File: config.mk
export PLATFORM = sky130hd
export DESIGN_NAME = fetch_controller_flat
export DESIGN_NICKNAME = d
export VERILOG_FILES = /design/src/rtl/fetch_controller_if.sv /design/src/rtl/fetch_controller.sv /design/src/flat_wrapper.sv
export SDC_FILE = /design/constraint.sdc
export NUM_CORES = 1
export LEC_CHECK = 0
export BUFFER_PORTS_ARGS = -buffer_cell sky130_fd_sc_hd__buf_2
export CORE_MARGIN = 1.5
export CORE_UTILIZATION = 29
export CTS_BUF_LIST = sky130_fd_sc_hd__clkbuf_4 sky130_fd_sc_hd__clkbuf_8
export DETAILED_ROUTE_END_ITERATION = 10
export HOLD_SLACK_MARGIN = 0.15
export PLACE_DENSITY = 0.54
export SLEW_MARGIN = 10
export SYNTH_ARGS = -nofsm -noshare
export SYNTH_HDL_FRONTEND = slang
export SYNTH_SLANG_ARGS = --single-unit
File: constraint.sdc
create_clock -name clk -period 2.55 [get_ports clk]
set_input_delay 0.765 -clock clk [delete_from_list [all_inputs] [get_ports clk]]
set_output_delay 0.765 -clock clk [all_outputs]
set_load 0.02 [all_outputs]
File: src/rtl/fetch_controller_if.sv
// rtl/fetch_controller_if.sv - fetch controller bus: program memory, decode handshake, redirect/halt
interface fetch_controller_if #(
    parameter int ADDR_WIDTH = 6
);
    logic                  en;
    logic [ADDR_WIDTH-1:0] pm_addr;
    logic [15:0]           pm_data;
    logic [15:0]           instr;
    logic [ADDR_WIDTH-1:0] instr_pc;
    logic                  instr_valid;
    logic                  instr_ready;
    logic                  redirect_valid;
    logic [ADDR_WIDTH-1:0] redirect_target;
    logic                  halt_req;
    logic                  halted;
    logic [ADDR_WIDTH-1:0] pc;

    modport master (
        input  en, pm_data, instr_ready, redirect_valid, redirect_target, halt_req,
        output pm_addr, instr, instr_pc, instr_valid, halted, pc
    );

    modport slave (
        output en, pm_data, instr_ready, redirect_valid, redirect_target, halt_req,
        input  pm_addr, instr, instr_pc, instr_valid, halted, pc
    );
endinterface

File: src/rtl/fetch_controller.sv
// rtl/fetch_controller.sv - instruction fetch sequencer with one-entry output register
module fetch_controller #(
    parameter int ADDR_WIDTH = 6,
    parameter bit WRAP_EN    = 1'b0
) (
    input  logic                clk,
    input  logic                rst_n,
    fetch_controller_if.master  bus
);
    typedef enum logic {RUN, HALT} state_t;

    state_t                state_q;
    logic [ADDR_WIDTH-1:0] pc_q;
    logic [ADDR_WIDTH-1:0] pc_d;
    logic [ADDR_WIDTH-1:0] instr_pc_q;
    logic [15:0]           instr_q;
    logic                  instr_valid_q;
    logic                  halted_q;
    logic                  slot_free;
    logic                  capture;
    logic                  last_addr;

    assign pc_d      = pc_q + 1'b1;
    assign last_addr = (pc_q == {ADDR_WIDTH{1'b1}});
    assign slot_free = !instr_valid_q || bus.instr_ready;
    // A halt request in RUN takes the cycle, so it also blocks the capture.
    assign capture   = (state_q == RUN) && bus.en && slot_free &&
                       !bus.redirect_valid && !bus.halt_req;

    always_ff @(posedge clk or negedge rst_n) begin
        if (!rst_n) begin
            state_q       <= RUN;
            pc_q          <= '0;
            instr_q       <= 16'hFFFF;
            instr_pc_q    <= '0;
            instr_valid_q <= 1'b0;
            halted_q      <= 1'b0;
        end else if (bus.redirect_valid) begin
            pc_q          <= bus.redirect_target;
            instr_valid_q <= 1'b0;
            state_q       <= RUN;
            halted_q      <= 1'b0;
        end else if (capture) begin
            instr_q       <= bus.pm_data;
            instr_pc_q    <= pc_q;
            instr_valid_q <= 1'b1;
            pc_q          <= pc_d;
            if (!WRAP_EN && last_addr) begin
                state_q  <= HALT;
                halted_q <= 1'b1;
            end
        end else begin
            if (state_q == RUN && bus.halt_req) begin
                state_q  <= HALT;
                halted_q <= 1'b1;
            end
            if (bus.instr_ready && instr_valid_q) begin
                instr_valid_q <= 1'b0;
            end
        end
    end

    assign bus.pm_addr     = pc_q;
    assign bus.pc          = pc_q;
    assign bus.instr       = instr_q;
    assign bus.instr_pc    = instr_pc_q;
    assign bus.instr_valid = instr_valid_q;
    assign bus.halted      = halted_q;
endmodule

File: src/flat_wrapper.sv
// flat-port wrapper written by rule: the top's interface ports become plain ports
module fetch_controller_flat 
#(
    parameter int ADDR_WIDTH = 6,
    parameter bit WRAP_EN    = 1'b0
)
  (clk, rst_n, bus_en, bus_pm_data, bus_instr_ready, bus_redirect_valid, bus_redirect_target, bus_halt_req, bus_pm_addr, bus_instr, bus_instr_pc, bus_instr_valid, bus_halted, bus_pc);
  fetch_controller_if #(.ADDR_WIDTH(ADDR_WIDTH)) bus_i ();
  input  logic clk;
  input  logic rst_n;
  input wire logic [$bits(bus_i.en)-1:0] bus_en;
  input wire logic [$bits(bus_i.pm_data)-1:0] bus_pm_data;
  input wire logic [$bits(bus_i.instr_ready)-1:0] bus_instr_ready;
  input wire logic [$bits(bus_i.redirect_valid)-1:0] bus_redirect_valid;
  input wire logic [$bits(bus_i.redirect_target)-1:0] bus_redirect_target;
  input wire logic [$bits(bus_i.halt_req)-1:0] bus_halt_req;
  output wire logic [$bits(bus_i.pm_addr)-1:0] bus_pm_addr;
  output wire logic [$bits(bus_i.instr)-1:0] bus_instr;
  output wire logic [$bits(bus_i.instr_pc)-1:0] bus_instr_pc;
  output wire logic [$bits(bus_i.instr_valid)-1:0] bus_instr_valid;
  output wire logic [$bits(bus_i.halted)-1:0] bus_halted;
  output wire logic [$bits(bus_i.pc)-1:0] bus_pc;
  assign bus_i.en = bus_en;
  assign bus_i.pm_data = bus_pm_data;
  assign bus_i.instr_ready = bus_instr_ready;
  assign bus_i.redirect_valid = bus_redirect_valid;
  assign bus_i.redirect_target = bus_redirect_target;
  assign bus_i.halt_req = bus_halt_req;
  assign bus_pm_addr = bus_i.pm_addr;
  assign bus_instr = bus_i.instr;
  assign bus_instr_pc = bus_i.instr_pc;
  assign bus_instr_valid = bus_i.instr_valid;
  assign bus_halted = bus_i.halted;
  assign bus_pc = bus_i.pc;
  fetch_controller #(.ADDR_WIDTH(ADDR_WIDTH), .WRAP_EN(WRAP_EN)) u_core (.clk(clk), .rst_n(rst_n), .bus(bus_i));
endmodule
==> impl_metrics.tcl <==
set metrics [dict create \
    status "complete, no violations" \
    maxCapViolCount 0 \
    antenna_found_initial 0 \
    slew_viol_final 0 \
    dieWidth_microns 71.0 \
    worstPathRequired_ns 2.71 \
    post_drt_wl_per_cell_microns 13.4 \
    fin_util 0.397 \
    startpoint "bus_halt_req" \
    clk_latency_ns 0.27 \
    worstMarginPinSlew_ns 0.661 \
    grt_usage 0.124 \
    core_area_sq_um 4410 \
    slew_headroom 0.559 \
    peakVddDrop_mv 0.335 \
    hp-start "u_core.bus.instr_pc[4]" \
    n_antenna_cell 0 \
    fin_setup_tns_ns 0 \
    cts-resized-gates 0 \
    grt.overflow.total 0 \
    async_flop_share 1.00 \
    vias 957 \
    syn-num-nets 126 \
    timing.final.crit_period_ns 1.88 \
    p_leak_nw 0.827 \
    die_area_sq_um 5050 \
    synthTopCellsByArea "dfstp_2 (31%), dfrtp_1 (26%), mux2_2 (18%), nor4b_4 (3.5%), buf_4 (3.4%)" \
    grt_pass1_vias 1038 \
    htree_levels 2 \
    fin_area_sq_um 1750 \
    rows 24 \
    switchingPower_w 0.000468 \
    finClkSkew_ns 0.00443 \
    ys_ff_latch 30 \
    fillers 463 \
    cell_internal_pwr_w 0.00102 \
    cts-hold-fix-buffers 0 \
    post-place-ws_ns 0.383 \
    critical_path_class "input pin to register" \
    cts_tree "yes" \
    fin_ws_ns 0.669 \
    worstPathMaxFanout 22 \
    synthCells 97 \
    ant_nets 0 \
    yosysTopAreaCell "dfstp_2" \
    clockBufferDepth 2 \
    synth.yosys.seq_area_share 0.574 \
    wl_microns 2840 \
    io_pins 64 \
    pwr-share-clk 0.266 \
    gp_congestion 0.765 \
    critPathArrivalTime_ns 2.04 \
    finalSetupViolCount 0 \
    synthFlopType "dfstp_2" \
    dpl_cell_area_sq_um 1660 \
    cts_setup_buffers 0 \
    power_frac_comb 0.276 \
    nets 188 \
    drt_iter0_drc 20 \
    synth.top_cells.by_count "mux2_2 (22), dfstp_2 (16), dfrtp_1 (14)" \
    fin_hold_ws_ns 0.508 \
    period_share 0.738 \
    cp-end-kind "register" \
    first_pass_iters 3 \
    pwr-share-seq 0.457 \
    avgSynthCellArea_sq_um 13.8 \
    synth_top_cell_area_share 0.313 \
    io_buffer_count 63 \
    max_freq_mhz 532 \
    drc 0 \
    area_growth_pct 30.7 \
    clk_pin_slew_worst_paths_ns 0.06 \
    synth-edff-count 0 \
    cts-root-buf "clkbuf_8" \
    grt_pass1_wl_microns 4900 \
    grt_max_degree 31 \
    p_per_area_nw_per_um2 846 \
    synth_area_sq_um 1340 \
    clock-sinks 30 \
    hold_path.class "register to register" \
    synth.most_common_cell "mux2_2" \
    cts_buffers 5 \
    seq_area_sq_um 771 \
    start_util 0.304 \
    synth_cell_types 24 \
    critPathLaunchType "input pin" \
    rsz0062_at_grt "no" \
    drt-vias-per-instance 4.51 \
    r2r-start "u_core.bus.halted" \
    die_h_microns 71.0 \
    synth-warning-count 0 \
    dpl.hpwl_microns 2090 \
    switching_share 0.315 \
    final_hold_viol_count 0 \
    drive_gt1_frac 0.713 \
    multi_input_comb_area_sq_um 500 \
]
worst paths after layout:
path,end,cells after the start,slack (ns)
worst max-delay path,u_core.bus.instr_pc[0],6,0.67
worst min-delay path,u_core.bus.instr_pc[4],1,0.51
worst max register to register,u_core.bus.instr_pc[0],5,0.84
worst min register to register,u_core.bus.instr_pc[4],1,0.51
max in group asynchronous,u_core.bus.pc[0],1,1.60
min in group asynchronous,u_core.bus.instr_pc[4],1,0.52
cells by family (layout without fill, tap and decap cells):
group           count (synthesis)  after routing  synth area share
compound gates                  8              8            0.0298
xor+xnor                        5              5            0.0326
fa+ha+maj                       1              1           0.00932
buf+inv                         9             72            0.0531
flops                          30             30             0.574
mux                            23             23             0.192
simple gates                   21             21             0.109
through the flow:
step | total power (W) | instances
6_report | 0.00148 | 212
5_1_grt | 0.00158 | 212
4_1_cts | 0.00151 | 212
3_5_place_dp | 0.00111 | 204
3_3_place_gp | 0.00109 | 204
2_1_floorplan | 0.000954 | 97
power by group through the flow:
stage                     registers, W  logic [W]  clock network (W)
after global routing          0.000696   0.000440           0.000445
after floorplan               0.000809   0.000145                  0
after CTS                     0.000681   0.000418           0.000413
after detailed placement      0.000689   0.000417                  0
after global placement        0.000682   0.000411                  0
final                         0.000679   0.000410           0.000395
metal layers:
| metal | global-route usage | vias to the layer above | part of all wire |
|---|---|---|---|
| met5 | 0 | - | 0 |
| met3 | 0.0484 | 6 | 0.067 |
| li1 | - | 451 | - |
| met4 | 0.0608 | 0 | 0.015 |
| met2 | 0.195 | 32 | 0.50 |
| met1 | 0.149 | 468 | 0.42 |
worst max-delay path, stage by stage:
cell	delay, ns
buf_2	0.11
nor3b_1	0.24
nand2_1	0.16
nor2_2	0.10
buf_4	0.29
mux2_2	0.37
flip-flops by register name, indices dropped and copies added, names as in the netlist:
register and flops:
u_core.bus.halted 1, u_core.bus.instr 16, u_core.bus.instr_pc 6, u_core.bus.instr_valid 1, u_core.bus.pc 6
area by class of cell:
| type | instances | share of cell area |
|---|---|---|
| Sequential cell | 30 | 0.439 |
| Multi-Input combinational cell | 58 | 0.285 |
| Timing Repair Buffer | 64 | 0.184 |
| Clock buffer | 7 | 0.0514 |
| Tap cell | 52 | 0.0371 |
| Clock inverter | 1 | 0.00285 |
layout by cell type (no fill, tap or decap), drive strengths merged:
cell and n:
mux2i 1, nor2 2, nor3 1, dfrtp 14
ha 1, a21oi 2, xor2 1, o21ai 6
mux2 22, nand3 2, buf 64, nand2 8
xnor2 4, or3b 1, clkbuf 7, nor3b 1
dfstp 16, nor4b 2, and3 2, nor2b 1
nand2b 1, clkinv 1
Power figures use the tool's default switching activity.
